File: src/rtl/i2c_master_burst_ctrl_if.sv
// Host and bit-controller signal bundle for the I2C burst controller.
// The master modport is the burst controller's view; the slave modport is
// the view of everything around it (host side and bit controller).
interface i2c_master_burst_ctrl_if #(
    parameter int BYTE_W = 8,
    parameter int LEN_W  = 4
);
    logic              Go;
    logic              Start;
    logic              Stop;
    logic              Read;
    logic [LEN_W-1:0]  Len;
    logic [BYTE_W-1:0] Tx_data;
    logic              Tx_valid;
    logic              Tx_ready;
    logic [BYTE_W-1:0] Rx_data;
    logic              Rx_valid;
    logic              Rx_ack;
    logic              Busy;
    logic              I2C_done;
    logic              Nack_err;
    logic              I2C_al;
    logic              Al_err;
    logic [3:0]        Bit_cmd;
    logic              Bit_txd;
    logic              Bit_ack;
    logic              Bit_rxd;

    modport master (
        input  Go, Start, Stop, Read, Len, Tx_data, Tx_valid,
        input  I2C_al, Bit_ack, Bit_rxd,
        output Tx_ready, Rx_data, Rx_valid, Rx_ack, Busy, I2C_done,
        output Nack_err, Al_err, Bit_cmd, Bit_txd
    );

    modport slave (
        output Go, Start, Stop, Read, Len, Tx_data, Tx_valid,
        output I2C_al, Bit_ack, Bit_rxd,
        input  Tx_ready, Rx_data, Rx_valid, Rx_ack, Busy, I2C_done,
        input  Nack_err, Al_err, Bit_cmd, Bit_txd
    );
endinterface

File: src/rtl/i2c_master_burst_ctrl.sv
// I2C burst controller: runs a whole START / N words / STOP sequence from a
// single Go strobe, feeding the bit controller one bit command at a time.
// Write words stream in over Tx valid/ready, read words stream out as
// Rx_valid pulses, and the master NACKs the final read word on its own.
module i2c_master_burst_ctrl #(
    parameter int BYTE_W = 8,
    parameter int LEN_W  = 4
) (
    input  logic                   Clk,
    input  logic                   Rst_n,
    i2c_master_burst_ctrl_if.master bus
);
    // Bit-controller command codes from the existing I2C define set
    localparam logic [3:0] CMD_NOP   = 4'b0000;
    localparam logic [3:0] CMD_START = 4'b0001;
    localparam logic [3:0] CMD_STOP  = 4'b0010;
    localparam logic [3:0] CMD_WRITE = 4'b0100;
    localparam logic [3:0] CMD_READ  = 4'b1000;

    localparam int              CNT_W    = (BYTE_W > 1) ? $clog2(BYTE_W) : 1;
    localparam logic [CNT_W-1:0] BIT_LAST = CNT_W'(BYTE_W - 1);

    typedef enum logic [3:0] {
        ST_IDLE, ST_START, ST_LOAD, ST_WRITE, ST_WACK,
        ST_READ, ST_RACK, ST_STOP, ST_FIN
    } state_t;

    state_t             state_q, state_d;
    logic [3:0]         bit_cmd_q, bit_cmd_d;
    logic               bit_txd_q, bit_txd_d;
    logic               tx_ready_q, tx_ready_d;
    logic [BYTE_W-1:0]  rx_data_q, rx_data_d;
    logic               rx_valid_q, rx_valid_d;
    logic               rx_ack_q, rx_ack_d;
    logic               busy_q, busy_d;
    logic               done_q, done_d;
    logic               nack_err_q, nack_err_d;
    logic               al_err_q, al_err_d;
    logic [CNT_W-1:0]   bit_cnt_q, bit_cnt_d;
    logic [LEN_W-1:0]   word_cnt_q, word_cnt_d;
    logic               stop_q, stop_d;
    logic               read_q, read_d;
    logic [BYTE_W-1:0]  sreg_q, sreg_d;
    logic               end_burst;

    // Control state and registered outputs; reset returns to idle at once
    always_ff @(posedge Clk or negedge Rst_n) begin
        if (!Rst_n) begin
            state_q    <= ST_IDLE;
            bit_cmd_q  <= CMD_NOP;
            bit_txd_q  <= 1'b0;
            tx_ready_q <= 1'b0;
            rx_data_q  <= '0;
            rx_valid_q <= 1'b0;
            rx_ack_q   <= 1'b1;
            busy_q     <= 1'b0;
            done_q     <= 1'b0;
            nack_err_q <= 1'b0;
            al_err_q   <= 1'b0;
            bit_cnt_q  <= '0;
            word_cnt_q <= '0;
            stop_q     <= 1'b0;
            read_q     <= 1'b0;
        end else begin
            state_q    <= state_d;
            bit_cmd_q  <= bit_cmd_d;
            bit_txd_q  <= bit_txd_d;
            tx_ready_q <= tx_ready_d;
            rx_data_q  <= rx_data_d;
            rx_valid_q <= rx_valid_d;
            rx_ack_q   <= rx_ack_d;
            busy_q     <= busy_d;
            done_q     <= done_d;
            nack_err_q <= nack_err_d;
            al_err_q   <= al_err_d;
            bit_cnt_q  <= bit_cnt_d;
            word_cnt_q <= word_cnt_d;
            stop_q     <= stop_d;
            read_q     <= read_d;
        end
    end

    // Shift register is pure datapath; its contents are don't-care in idle
    always_ff @(posedge Clk) begin
        sreg_q <= sreg_d;
    end

    // Next-state and next-output decode; arbitration loss overrides everything
    always_comb begin
        state_d    = state_q;
        bit_cmd_d  = bit_cmd_q;
        bit_txd_d  = bit_txd_q;
        tx_ready_d = 1'b0;
        rx_data_d  = rx_data_q;
        rx_valid_d = 1'b0;
        rx_ack_d   = rx_ack_q;
        busy_d     = busy_q;
        done_d     = 1'b0;
        nack_err_d = nack_err_q;
        al_err_d   = al_err_q;
        bit_cnt_d  = bit_cnt_q;
        word_cnt_d = word_cnt_q;
        stop_d     = stop_q;
        read_d     = read_q;
        sreg_d     = sreg_q;
        end_burst  = 1'b0;

        if (bus.I2C_al && (state_q != ST_IDLE)) begin
            // Bus is lost: drop straight to idle without issuing STOP
            state_d   = ST_IDLE;
            bit_cmd_d = CMD_NOP;
            al_err_d  = 1'b1;
            done_d    = 1'b1;
            busy_d    = 1'b0;
        end else begin
            unique case (state_q)
                ST_IDLE: begin
                    if (bus.Go) begin
                        stop_d     = bus.Stop;
                        read_d     = bus.Read;
                        word_cnt_d = bus.Len;
                        nack_err_d = 1'b0;
                        al_err_d   = 1'b0;
                        busy_d     = 1'b1;
                        if (bus.Start) begin
                            state_d   = ST_START;
                            bit_cmd_d = CMD_START;
                        end else begin
                            state_d   = ST_LOAD;
                            bit_cmd_d = CMD_NOP;
                        end
                    end
                end
                ST_START: begin
                    if (bus.Bit_ack) begin
                        state_d   = ST_LOAD;
                        bit_cmd_d = CMD_NOP;
                    end
                end
                ST_LOAD: begin
                    if (read_q) begin
                        state_d   = ST_READ;
                        bit_cmd_d = CMD_READ;
                        bit_cnt_d = BIT_LAST;
                    end else if (bus.Tx_valid) begin
                        // Stalling here with NOP is the normal underflow case
                        tx_ready_d = 1'b1;
                        sreg_d     = bus.Tx_data;
                        bit_txd_d  = bus.Tx_data[BYTE_W-1];
                        bit_cmd_d  = CMD_WRITE;
                        bit_cnt_d  = BIT_LAST;
                        state_d    = ST_WRITE;
                    end
                end
                ST_WRITE: begin
                    if (bus.Bit_ack) begin
                        if (bit_cnt_q == '0) begin
                            state_d   = ST_WACK;
                            bit_cmd_d = CMD_READ;
                        end else begin
                            sreg_d    = sreg_q << 1;
                            bit_txd_d = sreg_q[BYTE_W-2];
                            bit_cnt_d = bit_cnt_q - CNT_W'(1);
                        end
                    end
                end
                ST_WACK: begin
                    if (bus.Bit_ack) begin
                        rx_ack_d = bus.Bit_rxd;
                        if (bus.Bit_rxd) begin
                            nack_err_d = 1'b1;
                            end_burst  = 1'b1;
                        end else if (word_cnt_q == '0) begin
                            end_burst = 1'b1;
                        end else begin
                            word_cnt_d = word_cnt_q - LEN_W'(1);
                            state_d    = ST_LOAD;
                            bit_cmd_d  = CMD_NOP;
                        end
                    end
                end
                ST_READ: begin
                    if (bus.Bit_ack) begin
                        sreg_d = {sreg_q[BYTE_W-2:0], bus.Bit_rxd};
                        if (bit_cnt_q == '0) begin
                            // Master NACKs the final word so the slave releases SDA
                            rx_data_d  = {sreg_q[BYTE_W-2:0], bus.Bit_rxd};
                            rx_valid_d = 1'b1;
                            state_d    = ST_RACK;
                            bit_cmd_d  = CMD_WRITE;
                            bit_txd_d  = (word_cnt_q == '0);
                        end else begin
                            bit_cnt_d = bit_cnt_q - CNT_W'(1);
                        end
                    end
                end
                ST_RACK: begin
                    if (bus.Bit_ack) begin
                        if (word_cnt_q != '0) begin
                            word_cnt_d = word_cnt_q - LEN_W'(1);
                            state_d    = ST_LOAD;
                            bit_cmd_d  = CMD_NOP;
                        end else begin
                            end_burst = 1'b1;
                        end
                    end
                end
                ST_STOP: begin
                    if (bus.Bit_ack) begin
                        state_d   = ST_FIN;
                        bit_cmd_d = CMD_NOP;
                        done_d    = 1'b1;
                        busy_d    = 1'b0;
                    end
                end
                ST_FIN: begin
                    state_d = ST_IDLE;
                end
                default: begin
                    state_d   = ST_IDLE;
                    bit_cmd_d = CMD_NOP;
                end
            endcase

            // Shared exit path once the last (or NACKed) word is finished
            if (end_burst) begin
                if (stop_q) begin
                    state_d   = ST_STOP;
                    bit_cmd_d = CMD_STOP;
                end else begin
                    state_d   = ST_FIN;
                    bit_cmd_d = CMD_NOP;
                    done_d    = 1'b1;
                    busy_d    = 1'b0;
                end
            end
        end
    end

    assign bus.Bit_cmd  = bit_cmd_q;
    assign bus.Bit_txd  = bit_txd_q;
    assign bus.Tx_ready = tx_ready_q;
    assign bus.Rx_data  = rx_data_q;
    assign bus.Rx_valid = rx_valid_q;
    assign bus.Rx_ack   = rx_ack_q;
    assign bus.Busy     = busy_q;
    assign bus.I2C_done = done_q;
    assign bus.Nack_err = nack_err_q;
    assign bus.Al_err   = al_err_q;
endmodule
File: src/flat_wrapper.sv
// flat-port wrapper written by rule: the top's interface ports become plain ports
module i2c_master_burst_ctrl_flat 
#(
    parameter int BYTE_W = 8,
    parameter int LEN_W  = 4
)
  (Clk, Rst_n, bus_Go, bus_Start, bus_Stop, bus_Read, bus_Len, bus_Tx_data, bus_Tx_valid, bus_I2C_al, bus_Bit_ack, bus_Bit_rxd, bus_Tx_ready, bus_Rx_data, bus_Rx_valid, bus_Rx_ack, bus_Busy, bus_I2C_done, bus_Nack_err, bus_Al_err, bus_Bit_cmd, bus_Bit_txd);
  i2c_master_burst_ctrl_if #(.BYTE_W(BYTE_W), .LEN_W(LEN_W)) bus_i ();
  input  logic Clk;
  input  logic Rst_n;
  input wire logic [$bits(bus_i.Go)-1:0] bus_Go;
  input wire logic [$bits(bus_i.Start)-1:0] bus_Start;
  input wire logic [$bits(bus_i.Stop)-1:0] bus_Stop;
  input wire logic [$bits(bus_i.Read)-1:0] bus_Read;
  input wire logic [$bits(bus_i.Len)-1:0] bus_Len;
  input wire logic [$bits(bus_i.Tx_data)-1:0] bus_Tx_data;
  input wire logic [$bits(bus_i.Tx_valid)-1:0] bus_Tx_valid;
  input wire logic [$bits(bus_i.I2C_al)-1:0] bus_I2C_al;
  input wire logic [$bits(bus_i.Bit_ack)-1:0] bus_Bit_ack;
  input wire logic [$bits(bus_i.Bit_rxd)-1:0] bus_Bit_rxd;
  output wire logic [$bits(bus_i.Tx_ready)-1:0] bus_Tx_ready;
  output wire logic [$bits(bus_i.Rx_data)-1:0] bus_Rx_data;
  output wire logic [$bits(bus_i.Rx_valid)-1:0] bus_Rx_valid;
  output wire logic [$bits(bus_i.Rx_ack)-1:0] bus_Rx_ack;
  output wire logic [$bits(bus_i.Busy)-1:0] bus_Busy;
  output wire logic [$bits(bus_i.I2C_done)-1:0] bus_I2C_done;
  output wire logic [$bits(bus_i.Nack_err)-1:0] bus_Nack_err;
  output wire logic [$bits(bus_i.Al_err)-1:0] bus_Al_err;
  output wire logic [$bits(bus_i.Bit_cmd)-1:0] bus_Bit_cmd;
  output wire logic [$bits(bus_i.Bit_txd)-1:0] bus_Bit_txd;
  assign bus_i.Go = bus_Go;
  assign bus_i.Start = bus_Start;
  assign bus_i.Stop = bus_Stop;
  assign bus_i.Read = bus_Read;
  assign bus_i.Len = bus_Len;
  assign bus_i.Tx_data = bus_Tx_data;
  assign bus_i.Tx_valid = bus_Tx_valid;
  assign bus_i.I2C_al = bus_I2C_al;
  assign bus_i.Bit_ack = bus_Bit_ack;
  assign bus_i.Bit_rxd = bus_Bit_rxd;
  assign bus_Tx_ready = bus_i.Tx_ready;
  assign bus_Rx_data = bus_i.Rx_data;
  assign bus_Rx_valid = bus_i.Rx_valid;
  assign bus_Rx_ack = bus_i.Rx_ack;
  assign bus_Busy = bus_i.Busy;
  assign bus_I2C_done = bus_i.I2C_done;
  assign bus_Nack_err = bus_i.Nack_err;
  assign bus_Al_err = bus_i.Al_err;
  assign bus_Bit_cmd = bus_i.Bit_cmd;
  assign bus_Bit_txd = bus_i.Bit_txd;
  i2c_master_burst_ctrl #(.BYTE_W(BYTE_W), .LEN_W(LEN_W)) u_core (.Clk(Clk), .Rst_n(Rst_n), .bus(bus_i));
endmodule
File: config.mk
export PLATFORM = sky130hd
export DESIGN_NAME = i2c_master_burst_ctrl_flat
export DESIGN_NICKNAME = d
export VERILOG_FILES = /design/src/rtl/i2c_master_burst_ctrl_if.sv /design/src/rtl/i2c_master_burst_ctrl.sv /design/src/flat_wrapper.sv
export SDC_FILE = /design/constraint.sdc
export NUM_CORES = 1
export LEC_CHECK = 0
export ABC_AREA = 1
export CAP_MARGIN = 0
export CORE_ASPECT_RATIO = 0.9
export CORE_MARGIN = 2
export CORE_UTILIZATION = 50
export DETAILED_ROUTE_END_ITERATION = 10
export PLACE_DENSITY = 0.86
export SKIP_CTS_REPAIR_TIMING = 1
export SLEW_MARGIN = 20
export SYNTH_ARGS = -nofsm -noshare
export SYNTH_HDL_FRONTEND = slang
export SYNTH_SLANG_ARGS = --single-unit
File: constraint.sdc
create_clock -name Clk -period 2.5 [get_ports Clk]
set_clock_uncertainty 0.2 [all_clocks]
set_input_delay 0.375 -clock Clk [delete_from_list [all_inputs] [get_ports Clk]]
set_output_delay 0.375 -clock Clk [all_outputs]
set_load 0.1 [all_outputs]
; Word level (Yosys, flattened, before mapping)
; Cells that the tools add are included.
[word_totals]
out_inout_bits = 20
n_memories = 0
romBits = 0
latch_bits = 0
mem_bits_rw = 0
inputBits = 22
wordCells = 175
regBits = 40
[classes]
eq_ne = 39
bitwise_logic = 1
div_mod_pow = 0
reduce_logical = 25
n_lt_le_gt_ge = 0
shift = 0
n_mux = 92
n_addsub = 2
n_mul = 0
[ops]
columns = op, n
row1 = $mux W4, 36
row2 = $pmux W4 S8, 2
row3 = $mux W1, 36
row4 = $mux W7, 5
row5 = $ne A4 B2 Y1 const B, 8
row6 = $reduce_and A13 Y1, 2
row7 = $ne A2 B2 Y1 const B, 12
row8 = $pmux W7 S3, 1
row9 = $eq A4 B3 Y1 const B, 4
row10 = $ne A4 B1 Y1 const B, 4
row11 = $reduce_and A8 Y1, 2
row12 = $mux W3, 4
row13 = $pmux W4 S3, 1
row14 = $reduce_and A5 Y1, 2
row15 = $eq A4 B2 Y1 const B, 2
row16 = $logic_not A4 Y1, 2
row17 = $reduce_bool A2 Y1, 4
row18 = $reduce_bool A4 Y1, 2
row19 = $reduce_and A7 Y1, 1
row20 = $ne A2 B1 Y1 const B, 3
row21 = $pmux W1 S2, 3
row22 = $pmux W3 S2, 1
row23 = $reduce_and A3 Y1, 2
row24 = $reduce_bool A3 Y1, 2
row25 = other kinds (16), 18

; Longest topological paths before layout
; Gate-level depths: netlist (run 1).
[logic_depth]
word_depth = 8
ltp_mapped = 11
depth_no_buf = 11

; Worst setup path before layout (run 1)
; OpenSTA, ideal clock, no wires.
[synth_timing]
kind = register to register
from = register u_core.state_q[3]
to = register u_core.sreg_q[0], enable pin
n_path_buf = 0
setup_ns = 0.380
stages_incl_launch_ff = 8
required_ns = 1.920
setup_slack_ns = 0.252
arrival_ns = 1.668
synth_period_minus_slack_ns = 2.248
path_cell_list = dfrtp_1 -> nor2_4 -> nand2_2 -> nand2_2 -> inv_4 -> nand2_1 -> o21ai_1 -> nor3_1
[synth_between]
elab_chain_len = 4
word_cells_on_any_way = 13
classes_between = eq/ne (8) / bitwise (1) / reduce/logical (4)
[synth_rtl]
columns = item, line_no
row1 = "start, declared", i2c_master_burst_ctrl.sv:28  ; state_t state_q, state_d;
row2 = "start signal, assigned", i2c_master_burst_ctrl.sv:65  ; state_q <= state_d;
row3 = branches (longest 3 deep; another with $eq A4 B2 Y1), -
row4 = $reduce_and A7 Y1 (no line) *, -
row5 = "end signal, assigned", i2c_master_burst_ctrl.sv:85  ; sreg_q <= sreg_d;
row6 = "end, declared", i2c_master_burst_ctrl.sv:43  ; logic [BYTE_W-1:0] sreg_q, sreg_d;
; Every way passes the cells marked *.
; A chain may end at the register's enable or synchronous reset.

; Final worst setup path (run 1)
[layout_timing]
from = register u_core.state_q[3]
to = register u_core.sreg_q[2], enable pin
; The elaborated chain is that of the path after synthesis.

==> run metrics, run 1 <==
result of the run finished, final reports clean; Initial Util 51.7%; number of storage elements in the synthesis netlist 40; top cell type's share of synthesized area between 30% and 40%; total of endpoints with negative setup slack in the final report 0; number of filler cells placed in the layout 381; share of final-layout standard cells stronger than drive strength 1 23.4%; total clock sinks 40; Highest Clock Rate 0.457 GHz; clock transition time at the flip-flop clock pins of the worst setup and hold paths 0.08 ns; critical-path cell with the highest stage delay sky130_fd_sc_hd__dfrtp_1; CTS tree yes; total number of vias between 1,500 and 2,000; total power per unit cell area 1340 nW/µm²; largest stage delay on the critical path about 0.5 ns; layout-stage area growth over the synthesis result 24.3%; drt first pass iters 6; placer congestion estimate 0.912; Clk network pwr share 14.3%; gate family responsible for the most delay along the worst path simple AND/OR/NAND/NOR gates; number of nets produced by synthesis approximately 300; Yosys warning count 0; met2 routing resource usage after global routing 36.5%; count of endpoints failing hold in the final timing report 0; share of the synthesized netlist area taken by xor and xnor gates 0.385%; list of most frequent post-synthesis cells 72 x sky130_fd_sc_hd__nand2_1, 32 x sky130_fd_sc_hd__dfrtp_1, 29 x sky130_fd_sc_hd__inv_1; Final nets 345; cell taking the most area after synthesis sky130_fd_sc_hd__dfrtp_1; worst path buffer plus inverter count 2; accumulated negative setup slack 0 ns; Distinct cells, synth 39; class of the tightest hold or removal check in2async; CP startpoint kind flop; relative max-transition margin between 70% and 80%; most common cell in the synthesized netlist sky130_fd_sc_hd__nand2_1; library cell used as clock root buffer sky130_fd_sc_hd__clkbuf_8; share of synthesized cell area in full adder, half adder and majority cells 2.20%; top area cells in the synthesized netlist sky130_fd_sc_hd__dfrtp_1 35%, sky130_fd_sc_hd__nand2_1 12%, sky130_fd_sc_hd__edfxtp_1 9.2%; Compound-Gate Fraction of Synth Area 13.7%; Cell Chain, Critical Path nor2_4, nand2_2, nand2_2, inv_4, nand2_1, o21ai_1, nor3_1, buf_4; Placed Cells incl. Taps 374; post-synthesis cell count 271; First DRT Iteration DRCs about 190; Peak supply drop roughly 0.72 mV; post-route antenna net violation count 0; total congestion overflow 0; mean post-synth cell area approximately 8.4 µm²; die height 68.0 µm; Sw Share 52.3%; Tightest Pin Transition 0.443 ns; RSZ-0062 raised after global routing no; remaining design rule violation count 0; pins over their slew limit 0; reported leakage power 0.00141 µW; proportion of synthesized area in mux cells less than 1%; kind of critical path reg2reg; Flop pwr share approximately 28%; number of port buffers 41; busiest layer in global routing met2; pin count of the biggest net entering global routing 34; average routed wire per standard cell roughly 13 µm; Die Footprint 5110 µm²; main combinational cell family by area after synthesis simple AND/OR/NAND/NOR gates; CTS Buf Count 5; highest net fanout along the worst path 19; Final Instance Count excl. Fillers approximately 380; fraction of the yosys area taken by sequential cells 45.5%; total inserted antenna cells 0; number of core rows 23; clock insertion delay at the later pin of the skew report 0.30 ns; overall routing resource usage 21.8%; Min Clock Period, post-route 2.19 ns; share of flip-flops with an asynchronous set or reset after synthesis 82.5%; combined area of all synthesized cells about 2300 µm²; required arrival time at the worst endpoint 2.32 ns; core area about 4400 µm²; CTS H-tree lvls 2; vias in the first global route 1,854; global-route wire length before repair 8310 µm; WP data arrival 2.01 ns; combinational share of power a little under three fifths; die width between 70 and 80 µm; GRT met1 Usage ~28%; DPL Wire Length 3820 µm; post-detailed-route via-to-cell ratio 5.15; Internal Pwr Total around 1800 µW; number of flops mapped to enable cells by yosys 7; most numerous cell on the critical path sky130_fd_sc_hd__nand2_2; number of ports placed on the die boundary 42; net switching component of the power between 1500 and 2000 µW; number of buffers between clock root and the deepest sink 2; WL final 5080 µm; met3 Track Usage GR ~4.3%; leading register cell type out of synthesis sky130_fd_sc_hd__dfrtp_1; final clock period utilization by the worst path between 80 and 90%; synthesized-area fraction occupied by and/or/nand/nor cells a little under a third; number of maximum-capacitance violations 0; endpoint type of the worst setup path flop; number of antenna violations at the first check in global routing 0
path summary, 6_finish.rpt:
| path | startpoint | endpoint | slack, ns | cells after the start |
|---|---|---|---|---|
| max | u_core.state_q[3]$_DFFE_PN0P_ | u_core.sreg_q[2]$_DFFE_PP_ | 0.31 | 8 |
| min | Rst_n | u_core.bus.Rx_data[2]$_DFFE_PN0P_ | 0.27 | 2 |
| max reg2reg | u_core.state_q[3]$_DFFE_PN0P_ | u_core.sreg_q[2]$_DFFE_PP_ | 0.31 | 8 |
| min reg2reg | u_core.bus.Bit_cmd[3]$_DFFE_PN0P_ | u_core.bus.Bit_cmd[3]$_DFFE_PN0P_ | 0.29 | 2 |
| max in group asynchronous | Rst_n | u_core.bus.Rx_ack$_DFFE_PN1P_ | 1.50 | 2 |
| min in group Clk | u_core.bus.Bit_cmd[3]$_DFFE_PN0P_ | u_core.bus.Bit_cmd[3]$_DFFE_PN0P_ | 0.29 | 2 |
power by group through the flow:
stage	sequential, µW	combinational [µW]	clock (µW)
2_1_floorplan	1730	1040	0
3_3_place_gp	1080	2110	0
3_5_place_dp	1090	2150	0
4_1_cts	1070	2170	554
5_1_grt	1100	2360	577
6_report	1070	2170	542
sequential cells by signal, summed over array words and instances, names as in the netlist:
register             flops
u_core.bus.Rx_valid      1
u_core.bit_cnt_q         3
u_core.bus.Bit_txd       1
u_core.bus.Rx_data       8
u_core.read_q            1
u_core.bus.I2C_done      1
u_core.state_q           4
u_core.bus.Tx_ready      1
u_core.bus.Nack_err      1
u_core.bus.Busy          1
u_core.bus.Bit_cmd       4
u_core.sreg_q            7
u_core.bus.Al_err        1
u_core.stop_q            1
u_core.word_cnt_q        4
u_core.bus.Rx_ack        1
through the flow:
stage	util (%)	power, µW	cell area [µm²]	worst slack (ns)	hold WS (ns)
finish	64.3	3780	2830	0.310	0.270
global route	64.3	4030	2830	0.221	0.317
CTS	64.3	3790	2830	0.317	0.282
detailed placement	61.7	3240	2720	0.248	0.271
global placement	61.7	3180	2720	0.298	0.260
floorplan	-	2760	2280	0.252	-0.121
metal layers:
metal	up-vias	wire, µm
li1	979	-
met1	911	2190
met2	69	2450
met3	10	340
met4	0	106
met5	-	0
layout by cell type (no fill, tap or decap), types with 2 or more instances in the layout:
master | Yosys | layout
sky130_fd_sc_hd__inv_2 | 5 | 5
sky130_fd_sc_hd__inv_4 | 2 | 2
sky130_fd_sc_hd__nor2_2 | 3 | 3
sky130_fd_sc_hd__inv_1 | 29 | 29
sky130_fd_sc_hd__o21ai_0 | 16 | 16
sky130_fd_sc_hd__clkbuf_8 | 0 | 5
sky130_fd_sc_hd__nand2_1 | 72 | 72
sky130_fd_sc_hd__nand3_2 | 5 | 5
sky130_fd_sc_hd__dfrtp_1 | 32 | 32
sky130_fd_sc_hd__a21oi_1 | 6 | 6
sky130_fd_sc_hd__clkdlybuf4s50_1 | 0 | 21
sky130_fd_sc_hd__nor3_4 | 2 | 2
sky130_fd_sc_hd__ha_1 | 4 | 4
sky130_fd_sc_hd__nand2_2 | 7 | 7
sky130_fd_sc_hd__nor2_1 | 18 | 18
sky130_fd_sc_hd__o21ai_2 | 10 | 10
sky130_fd_sc_hd__nor2_4 | 2 | 2
sky130_fd_sc_hd__buf_4 | 0 | 22
sky130_fd_sc_hd__nand4_1 | 4 | 4
sky130_fd_sc_hd__nand3_1 | 18 | 18
sky130_fd_sc_hd__o22ai_1 | 2 | 2
sky130_fd_sc_hd__nor3_1 | 3 | 3
sky130_fd_sc_hd__edfxtp_1 | 7 | 7
sky130_fd_sc_hd__o21ai_1 | 6 | 6
cells by family (layout without fill, tap and decap cells):
family	after synthesis	count (layout)
adders and majority gates	4	4
AOI/OAI and AO/OA	48	48
buffers and inverters	38	87
DFF	40	40
and+or+nand+nor	139	139
muxes	1	1
xor gates and xnor gates	1	1
cell type report:
cell class	instances	area (µm²)	area share (%)
Tap cell	62	77.6	2.74
Sequential cell	40	1040	36.6
Inverter	36	140	4.95
Multi-Input combinational cell	193	1080	38.3
Timing Repair Buffer	43	375	13.3
Clock inverter	3	46.3	1.64
Clock buffer	5	68.8	2.43
Note: power is estimated with default switching activity, not from simulation.
==> run 2: changes to the inputs <==
--- a/config.mk
+++ b/config.mk
@@ -9,10 +9,11 @@
 export CAP_MARGIN = 0
 export CORE_ASPECT_RATIO = 0.9
 export CORE_MARGIN = 2
-export CORE_UTILIZATION = 50
+export CORE_UTILIZATION = 52
 export DETAILED_ROUTE_END_ITERATION = 10
-export PLACE_DENSITY = 0.86
+export PLACE_DENSITY = 0.88
 export SKIP_CTS_REPAIR_TIMING = 1
+export SKIP_LAST_GASP = 1
 export SLEW_MARGIN = 20
 export SYNTH_ARGS = -nofsm -noshare
 export SYNTH_HDL_FRONTEND = slang
==> run 2 against run 1 <==
Effect of this change: flip-flop and latch count did not move; worst hold slack improved by 0.0042 ns; cell area fell by 1.8%.
==> run metrics, run 2 (synthesis gave the netlist of run 1 again) <==
result of the run finished, final reports clean; accumulated negative setup slack 0 ns (unchanged); total of endpoints with negative setup slack in the final report 0 (unchanged); WL final 5220 µm (+2.8%); number of buffers between clock root and the deepest sink 2 (unchanged); Tightest Pin Transition 0.501 ns (+0.0585 ns); count of endpoints failing hold in the final timing report 0 (unchanged); library cell used as clock root buffer sky130_fd_sc_hd__clkbuf_8; RSZ-0062 raised after global routing no; placer congestion estimate 1.07 (+17%); combinational share of power 59.4% (+2.1 points); total clock sinks 40 (unchanged); total congestion overflow 0 (unchanged); total number of vias 1,999 (+1.5%); highest net fanout along the worst path 19 (unchanged); share of final-layout standard cells stronger than drive strength 1 22.8% (-0.63 points); total inserted antenna cells 0 (unchanged); Clk network pwr share 11.2% (-3.1 points); launching element of the worst setup path u_core.state_q[3]$_DFFE_PN0P_; Internal Pwr Total 1700 µW (-5.7%); Final nets 345 (unchanged); First DRT Iteration DRCs 186 (-0.53%); drt first pass iters 5 (-1); CTS Buf Count 5 (unchanged); Die Footprint 4930 µm² (-3.6%); pin count of the biggest net entering global routing 34 (unchanged); CTS tree yes; Highest Clock Rate 0.464 GHz (+1.6%); core area 4130 µm² (-6.2%); critical-path cell with the highest stage delay sky130_fd_sc_hd__dfrtp_1; most frequent cells in the layout 72 x sky130_fd_sc_hd__nand2_1, 32 x sky130_fd_sc_hd__dfrtp_1, 29 x sky130_fd_sc_hd__inv_1, 22 x sky130_fd_sc_hd__buf_4, 21 x sky130_fd_sc_hd__clkdlybuf4s50_1; die height 66.8 µm (-1.8%); r2r setup slk 0.34 ns (+0.03 ns); die width 73.8 µm (-1.8%); Final Instance Count excl. Fillers 368 (-3.7%); Flop pwr share 29.4% (+1.0 points); largest stage delay on the critical path 0.50 ns (about the same); relative max-transition margin 66.5% (-3.9 points); number of core rows 22 (-4.3%); overall routing resource usage 24.1% (+2.2 points); Sw Share 53.8% (+1.5 points); number of port buffers 41 (unchanged); worst slack after detailed placement 0.251 ns (+0.00351 ns); clock insertion delay at the later pin of the skew report 0.30 ns (about the same); CP startpoint kind flop; CTS H-tree lvls 2 (unchanged); class of the tightest hold or removal check in2async; vias in the first global route 1,951 (+5.2%); Min Clock Period, post-route 2.16 ns (-0.0343 ns); total power per unit cell area 1320 nW/µm² (-0.95%); layout-stage area growth over the synthesis result 22.0%; worst-case setup margin in the final layout 0.344 ns (+0.0343 ns); number of filler cells placed in the layout 349 (-8.4%); remaining design rule violation count 0 (unchanged); number of antenna violations at the first check in global routing 0 (unchanged); endpoint type of the worst setup path flop; number of maximum-capacitance violations 0 (unchanged); Placed Cells incl. Taps 360 (-3.7%); required arrival time at the worst endpoint 2.31 ns (about the same); reported leakage power 0.00140 µW (-0.89%); pins over their slew limit 0 (unchanged); final clock period utilization by the worst path 86.2% (-1.4 points); Largest register FFs 8 (unchanged); r2r startpoint u_core.state_q[3]$_DFFE_PN0P_; clock transition time at the flip-flop clock pins of the worst setup and hold paths 0.08 ns (about the same); global-route wire length before repair 8820 µm (+6.1%); kind of critical path reg2reg; most numerous cell on the critical path sky130_fd_sc_hd__nand2_2; Peak supply drop 0.845 mV (+17%); average routed wire per standard cell 14.2 µm (+6.7%); DPL Wire Length 3940 µm (+3.2%); leading cell type in the layout, fill and taps excluded sky130_fd_sc_hd__nand2_1; WP data arrival 1.96 ns (-0.05 ns); post-detailed-route via-to-cell ratio 5.43 (+5.4%); Initial Util 55.2% (+3.4 points); net switching component of the power 1980 µW (about the same); Cell Chain, Critical Path nor2_4, nand2_2, nand2_2, inv_4, nand2_1, o21ai_1, nor3_1, buf_4; post-route antenna net violation count 0 (unchanged); number of ports placed on the die boundary 42 (unchanged)
==> run 2: cell types whose count changed in the layout (fill, tap and decap cells not counted), sizes merged <==
| cell | delta |
|---|---|
| clkinvlp | -1 |
| bufinv | -1 |
| clkinv | +1 |
| inv | -1 |
| clkbuf | +2 |
==> run 2: final timing paths <==
check | to | depth (start not counted)
setup / recovery | u_core.sreg_q[6]$_DFFE_PP_ | 8
hold / removal | u_core.bus.Rx_data[2]$_DFFE_PN0P_ | 2
setup reg to reg | u_core.sreg_q[6]$_DFFE_PP_ | 8
hold reg to reg | u_core.bus.Rx_data[6]$_DFFE_PN0P_ | 2
max in group asynchronous | u_core.bus.Rx_ack$_DFFE_PN1P_ | 2
min in group Clk | u_core.bus.Rx_data[6]$_DFFE_PN0P_ | 2
==> run 2: final cells by class <==
cell class                      count  area [µm²]  share of cell area [%]
Inverter                           36         140                    5.04
Multi-Input combinational cell    193        1080                    39.0
Tap cell                           48        60.1                    2.16
Sequential cell                    40        1040                    37.3
Timing Repair Buffer               43         375                    13.5
Clock inverter                      1        5.00                   0.180
Clock buffer                        7        76.3                    2.75
==> run 2: critical path, delay by kind of cell, from the launching register on <==
family / cells / cell delay [ns]
AO/OA/AOI/OAI: 1 / 0.10
flip-flops: 1 / 0.50
AND/OR/NAND/NOR: 5 / 0.79
buffers and inverters: 2 / 0.28
==> run 2: metal layers <==
layer  up-vias  track usage [%]  wire length (µm)
met5         -                0                 0
met4         0             8.41               120
met3        17             6.05               338
met2        79             41.1              2560
met1       921             29.4              2200
li1        982                -                 -
==> run 2: power by group through the flow <==
| stage | combinational, µW | clock [µW] | sequential (µW) |
|---|---|---|---|
| 5_1_grt | 2380 | 447 | 1110 |
| 3_5_place_dp | 2180 | 0 | 1080 |
| 2_1_floorplan | 1040 | 0 | 1730 |
| 4_1_cts | 2180 | 417 | 1080 |
| 3_3_place_gp | 2120 | 0 | 1080 |
| 6_report | 2190 | 412 | 1080 |
==> run 2: stage by stage <==
stage	power, µW	utilization [%]	hold WS, ns	cell area [µm²]
after floorplan	2760	-	-0.121	2280
after global placement	3200	65.3	0.267	2700
after detailed placement	3260	65.3	0.268	2700
after CTS	3680	67.3	0.287	2780
after global routing	3940	67.3	0.303	2780
final	3680	67.3	0.274	2780
